[src/rtl/stream_register_file.sv]
// Stream register file: per-stream data plus produced/unconsumed valid bits, dual-operand reads.
// Optional same-cycle write forwarding into reads is enabled by defining SRF_BYPASS_EN.
module stream_register_file #(
  parameter int DATA_WIDTH    = 32,
  parameter int NUM_STREAM_ID = 5
) (
  input  logic                        clk,
  input  logic                        rst,
  input  logic                        srf_write_enable,
  input  logic [NUM_STREAM_ID-1:0]    stream_dest,
  input  logic [DATA_WIDTH-1:0]       write_data,
  input  logic                        srf_read_enable,
  input  logic                        srf_consume,
  input  logic [NUM_STREAM_ID-1:0]    stream_src1,
  input  logic [NUM_STREAM_ID-1:0]    stream_src2,
  output logic [DATA_WIDTH-1:0]       srf_data1,
  output logic [DATA_WIDTH-1:0]       srf_data2,
  output logic                        srf_read_valid,
  output logic                        srf_stall,
  output logic                        srf_overwrite_err,
  output logic [2**NUM_STREAM_ID-1:0] stream_valid_mask
);

  localparam int NUM_STREAMS = 2**NUM_STREAM_ID;

  logic [DATA_WIDTH-1:0]  mem [NUM_STREAMS];
  logic [NUM_STREAMS-1:0] valid;
  logic [NUM_STREAMS-1:0] valid_next;
  logic                   hit1;
  logic                   hit2;
  logic                   accept;
  logic                   consume_now;
  logic                   dest_consumed;
  logic                   fwd_consumed;
  logic                   err_next;

`ifdef SRF_BYPASS_EN
  assign hit1 = srf_write_enable && (stream_dest == stream_src1);
  assign hit2 = srf_write_enable && (stream_dest == stream_src2);
`else
  assign hit1 = 1'b0;
  assign hit2 = 1'b0;
`endif

  // When src1 == src2 both terms index the same bit, so only one stream is checked.
  assign accept = srf_read_enable && (valid[stream_src1] || hit1)
                                  && (valid[stream_src2] || hit2);
  assign srf_stall     = srf_read_enable && !accept;
  assign consume_now   = accept && srf_consume;
  assign dest_consumed = consume_now && ((stream_dest == stream_src1) || (stream_dest == stream_src2));
  assign fwd_consumed  = consume_now && (hit1 || hit2);
  assign err_next      = srf_write_enable && valid[stream_dest] && !dest_consumed;
  assign stream_valid_mask = valid;

  // A write normally beats a same-cycle consume; a forwarded write that is consumed ends invalid.
  always_comb begin
    valid_next = valid;
    if (consume_now) begin
      valid_next[stream_src1] = 1'b0;
      valid_next[stream_src2] = 1'b0;
    end
    if (srf_write_enable && !fwd_consumed) begin
      valid_next[stream_dest] = 1'b1;
    end
  end

  always_ff @(posedge clk) begin
    if (srf_write_enable) begin
      mem[stream_dest] <= write_data;
    end
  end

  always_ff @(posedge clk or negedge rst) begin
    if (!rst) begin
      valid             <= '0;
      srf_data1         <= '0;
      srf_data2         <= '0;
      srf_read_valid    <= 1'b0;
      srf_overwrite_err <= 1'b0;
    end else begin
      valid             <= valid_next;
      srf_read_valid    <= accept;
      srf_overwrite_err <= err_next;
      if (accept) begin
        srf_data1 <= hit1 ? write_data : mem[stream_src1];
        srf_data2 <= hit2 ? write_data : mem[stream_src2];
      end
    end
  end

endmodule
[config.mk]
export PLATFORM = sky130hd
export DESIGN_NAME = stream_register_file
export DESIGN_NICKNAME = d
export VERILOG_FILES = /design/src/rtl/stream_register_file.sv
export SDC_FILE = /design/constraint.sdc
export NUM_CORES = 2
export LEC_CHECK = 0
export BUFFER_PORTS_ARGS = -buffer_cell sky130_fd_sc_hd__buf_2
export CAP_MARGIN = 10
export CORE_MARGIN = 2
export CORE_UTILIZATION = 25
export CTS_CLUSTER_SIZE = 30
export DETAILED_ROUTE_END_ITERATION = 8
export SETUP_SLACK_MARGIN = 0.2
export SYNTH_ARGS = -nofsm -noshare
export SYNTH_HDL_FRONTEND = slang
export SYNTH_SLANG_ARGS = --single-unit
[constraint.sdc]
create_clock -name clk -period 2.9 [get_ports clk]
set_clock_uncertainty 0.05 [all_clocks]
set_input_delay 0.145 -clock clk [delete_from_list [all_inputs] [get_ports clk]]
set_output_delay 0.145 -clock clk [all_outputs]
set_load 0.02 [all_outputs]
After elaboration in Yosys (flattened, before gate mapping)
Memories as Yosys holds them, arrays and structs flattened. A register that Yosys moved wholly into a read port is not among the register bits. Index checks and enable logic that the tools add are counted. Widths: inputs -> output; s select.

Muxes and demuxes: 16. Eq/ne operators: 2. Reduce and logical (&&, ||, !) cells: 15. Order comparisons: 6. Bitwise gates (word level): 5.

Operator list (number): $and 32x32->32 (2); $mux 32 (2); $not 32->32 (2); $or 32x32->32 (1); $lt 5x6->1 const B (3); $bmux 1 s5 (3); $demux 1 s5 (3); $ge 5x1->1 const B (3); $eq 5x5->1 (2); $logic_and 1x1->1 (10); $mux 1 (8); $logic_not 1->1 (4); $logic_or 1x1->1 (1).

Input port bits: 52. Register bits after elaboration: 34. Memory bits (writable): 1024. Word-level logic and storage cells: 48. Memories: 1. Output and inout port bits: 99.

Memory list: mem (words 32, width 32, rd ports 2, clocked after memory_dff 2, write ports 1, RTL line 26) `logic [DATA_WIDTH-1:0] mem [NUM_STREAMS];`.

Longest topological paths before layout
Depth after elaboration: 10. Mapped depth: 13. Gate-level depth less buffers: 7.

Worst setup path before layout
No wires, ideal clock.

Path kind: input-to-reg. From: input port stream_dest[0]. To: memory mem[24][0], enable pin. Buffers on the path: 3. Stages on the path: 5. Setup slack: -0.270 ns. Library setup time: 0.421 ns. Required time: 2.429 ns. Data arrival time: 2.699 ns. Path through: clkbuf_1 buf_1 or3b_2 clkbuf_1 nor2_1.

RTL lines: from (decl) (RTL line 10) `input logic [NUM_STREAM_ID-1:0] stream_dest,`; to (decl) (RTL line 26).

Straight into the memory's write port.

Worst setup path after layout
From: register valid[6], in the netlist stream_valid_mask[6]. To: output port srf_stall.

Cells in the longest elaborated chain, start to end: 6. Elaborated cells between the ends (all ways): 8. Those cells by class: mux (4); reduce/logical (4).

RTL lines: from (decl) (RTL line 27) `logic [NUM_STREAMS-1:0] valid;`; from (signal assigned) (RTL line 81) `valid <= valid_next;`; $bmux 1 s5 (RTL line 46) `assign accept = srf_read_enable && (valid[stream_src1] || hit1)`; $mux 1 (not written as such) (RTL line 46); $logic_and 1x1->1 (RTL line 46); $logic_and 1x1->1 (*) (RTL line 47) `&& (valid[stream_src2] || hit2);`; $logic_not 1->1 (*) (RTL line 48) `assign srf_stall = srf_read_enable && !accept;`; $logic_and 1x1->1 (*) (RTL line 48); to (decl) (RTL line 19) `output logic srf_stall,`.

Every way passes the cells marked *; elsewhere a longest branch is shown, timed or not. The select of a mux whose other input is x is not followed.

==> flow_summary.ini <==
[floorplan]
start_util_pct = 25.20
ios = 151
rows = 165
core_region_area_mm2 = 0.2025
dieHeight_um = 455.8
die_area_mm2 = 0.2078
die_x_um = 455.8

[sta]
setup_viol = 1
min_period_ps = 2939
setup-tns-final_ps = -38.58
maxSlewHeadroom_pct = 25.42
timing.final.crit_share_pct = 101.3
fin_ws_ps = -38.58
max_freq_ghz = 0.3403
whs_ps = 76.29
max_slew.worst_pin.slew_ps = 1116
final-hold-violation-count = 0
rsz0062_at_grt = true
slew_violations = 0

[drt]
drc = 0
first_pass_iters = 5
drt_wl_total_mm = 171.9
vias = 29920
wl_per_cell_um = 30.77
post_drt_via_cell_ratio = 5.354
detail-route-antenna-nets = 0
detailedRoute.firstIterationViolations = 3499

[status]
status = finished with violations
violations = negative setup slack

[synthesis]
synth-seq-cells = 1122
synth-main-ff-cell = edfxtp_1
ys_seq_area_share_pct = 65.06
synth_edf_count = 1024
synth_area_mm2 = 0.05103
synth.most_common_cell = edfxtp_1
avgSynthCellArea_um2 = 20.04
synth-async-reset-ratio_pct = 8.734
synthCells = 2546
yosysTopAreaCell = edfxtp_1
synth_top_area_share_pct = 60.25
synth.distinct_cells = 50
ys_top_cells_by_count = edfxtp_1 (1024), mux4_2 (525), a22oi_1 (243)
ys_top_cells_by_area = edfxtp_1 (60%), mux4_2 (23%), dfrtp_1 (4.8%)
ys_warn_count = 0
synth_fp_nets = 2598

[critical_path]
worstPathArrival_ps = 2740
worstPathMaxFanout = 4
crit_path_start_kind = register
rrSetupSlack_ps = 160
cp.required_ps = 2710
r2r_cells = 10
path_class = reg -> out
crit_path_end_kind = output port

[final_layout]
drive_above_1_share_pct = 39.57
multi_input_area_mm2 = 0.01731
fin_nets = 2868
fillCellCount = 19370
ff_latch_area_mm2 = 0.03320
syn2layout_area_growth_pct = 19.99
finalNonFillerCells = 5588
fin_util_pct = 30.24

[clock_network]
cts_num_sinks = 1122
tritoncts = done
cts_buffers = 108
clock_latency_ps = 710
h-tree-depth = 3
clockRootBuffer = clkbuf_16
cts_max_path_buffers = 3
clkTransAtPathRegs_ps = 70

[placement]
dp_cells = 5326
numPortBuffers = 150
place_ws_ps = 105.8
place_congestion = 0.8927
place_hpwl_mm = 94.35

[global_route]
grt_overflow = 0
grt_pass1_wl_mm = 238.6
grt_usage_pct = 16.08
antenna_found_initial = 16
grt_max_degree = 114
grt_pass1_vias = 30480

[power]
power.density_mw_per_mm2 = 644.8
max-vdd-ir-drop_uv = 514.8
p_leak_uw = 0.01912

[min_path]
min_path_cells = 5
hold_class = in -> reg

[run]
maxCapViolCount = 0
==> worst max-delay path: stages, from the launching register on <==
cell     delay (ps)
dfrtp_1         370
buf_6           110
mux4_2          250
o22ai_1          90
or4_4           530
or2_4           270
buf_8           130
and2_4          150
buf_6           120
==> what timing repair did <==
item,in CTS,in global routing
endpoints found under the setup margin,35,59
hold endpoints to repair,1121,0
hold buffers,39,0
buffers inserted,5,1
resized for setup,23,8
pin swaps,4,6
cloned,4,3
==> final cells by class <==
cell class / instances / area share [%]
inverter: 3 / 0.06130
sequential: 1122 / 54.22
tap: 2672 / 5.460
clock buffer: 129 / 4.749
multi-input combinational: 1206 / 28.27
timing repair buffer: 375 / 5.870
antenna: 5 / 0.02043
clock inverter: 76 / 1.345
==> path summary, 6_finish.rpt <==
path,from,endpoint
max,stream_valid_mask[6],srf_stall
min,stream_dest[2],srf_overwrite_err
min in group asynchronous,rst,stream_valid_mask[5]
min reg2reg,srf_data1[31],srf_data1[31]
max reg2reg,stream_valid_mask[3],srf_data1[12]
max in group asynchronous,rst,srf_data2[13]
==> metal layers <==
| layer | global-route usage (%) | wire length (um) |
|---|---|---|
| met5 | 0 | 68 |
| met4 | 6.805 | 7612 |
| met1 | 20.18 | 64390 |
| met2 | 27.01 | 84670 |
| met3 | 3.185 | 15190 |
==> placed cells by master (no fill, tap or decap), types with 6 or more instances in the layout <==
| cell | count |
|---|---|
| a22oi_1 | 243 |
| and3_1 | 7 |
| buf_12 | 64 |
| buf_16 | 7 |
| buf_2 | 144 |
| buf_4 | 110 |
| bufinv_16 | 16 |
| clkbuf_1 | 14 |
| clkbuf_16 | 116 |
| clkinv_1 | 20 |
| clkinv_2 | 27 |
| clkinvlp_4 | 8 |
| dfrtp_1 | 98 |
| dlygate4sd3_1 | 39 |
| edfxtp_1 | 1024 |
| mux2_1 | 15 |
| mux2_2 | 11 |
| mux2_4 | 40 |
| mux2i_1 | 29 |
| mux4_2 | 525 |
| nand2_1 | 33 |
| nand2b_1 | 7 |
| nand3_1 | 6 |
| nand3b_1 | 22 |
| nand4_1 | 55 |
| nor2_4 | 40 |
| o21ai_0 | 29 |
| o22a_1 | 12 |
| o22ai_1 | 37 |
| o31ai_1 | 21 |
| or3b_2 | 6 |
==> power breakdown <==
group	leakage [uW]	switching, uW	total [uW]	internal (uW)
clock network	0.00182	6310	14900	8580
logic	0.00689	3300	5670	2370
registers	0.0104	521	18900	18400
total	0.0191	10100	39500	29300
==> per-stage QoR <==
step | total power, uW | cell area [um2]
after floorplan | 22220 | 51050
after global placement | 24820 | 56730
after detailed placement | 24850 | 56730
after CTS | 39800 | 61080
after global routing | 40720 | 61230
final | 39490 | 61230
==> logic make-up (layout without fill, tap and decap cells) <==
| group | Yosys count | count (layout) | share of synthesized area (%) |
|---|---|---|---|
| AOI/OAI and AO/OA | 362 | 362 | 5.139 |
| xor gates and xnor gates | 10 | 10 | 0.1716 |
| buffers and inverters | 218 | 583 | 1.792 |
| DFF | 1122 | 1122 | 65.06 |
| muxes | 623 | 623 | 25.55 |
| other | 0 | 5 | 0 |
| and+or+nand+nor | 211 | 211 | 2.290 |
==> flip-flops by register name (all words and copies together), names as in the netlist <==
name               flops
srf_data1             32
srf_read_valid         1
mem                 1024
srf_overwrite_err      1
stream_valid_mask     32
srf_data2             32
Power figures use the tool's default switching activity.
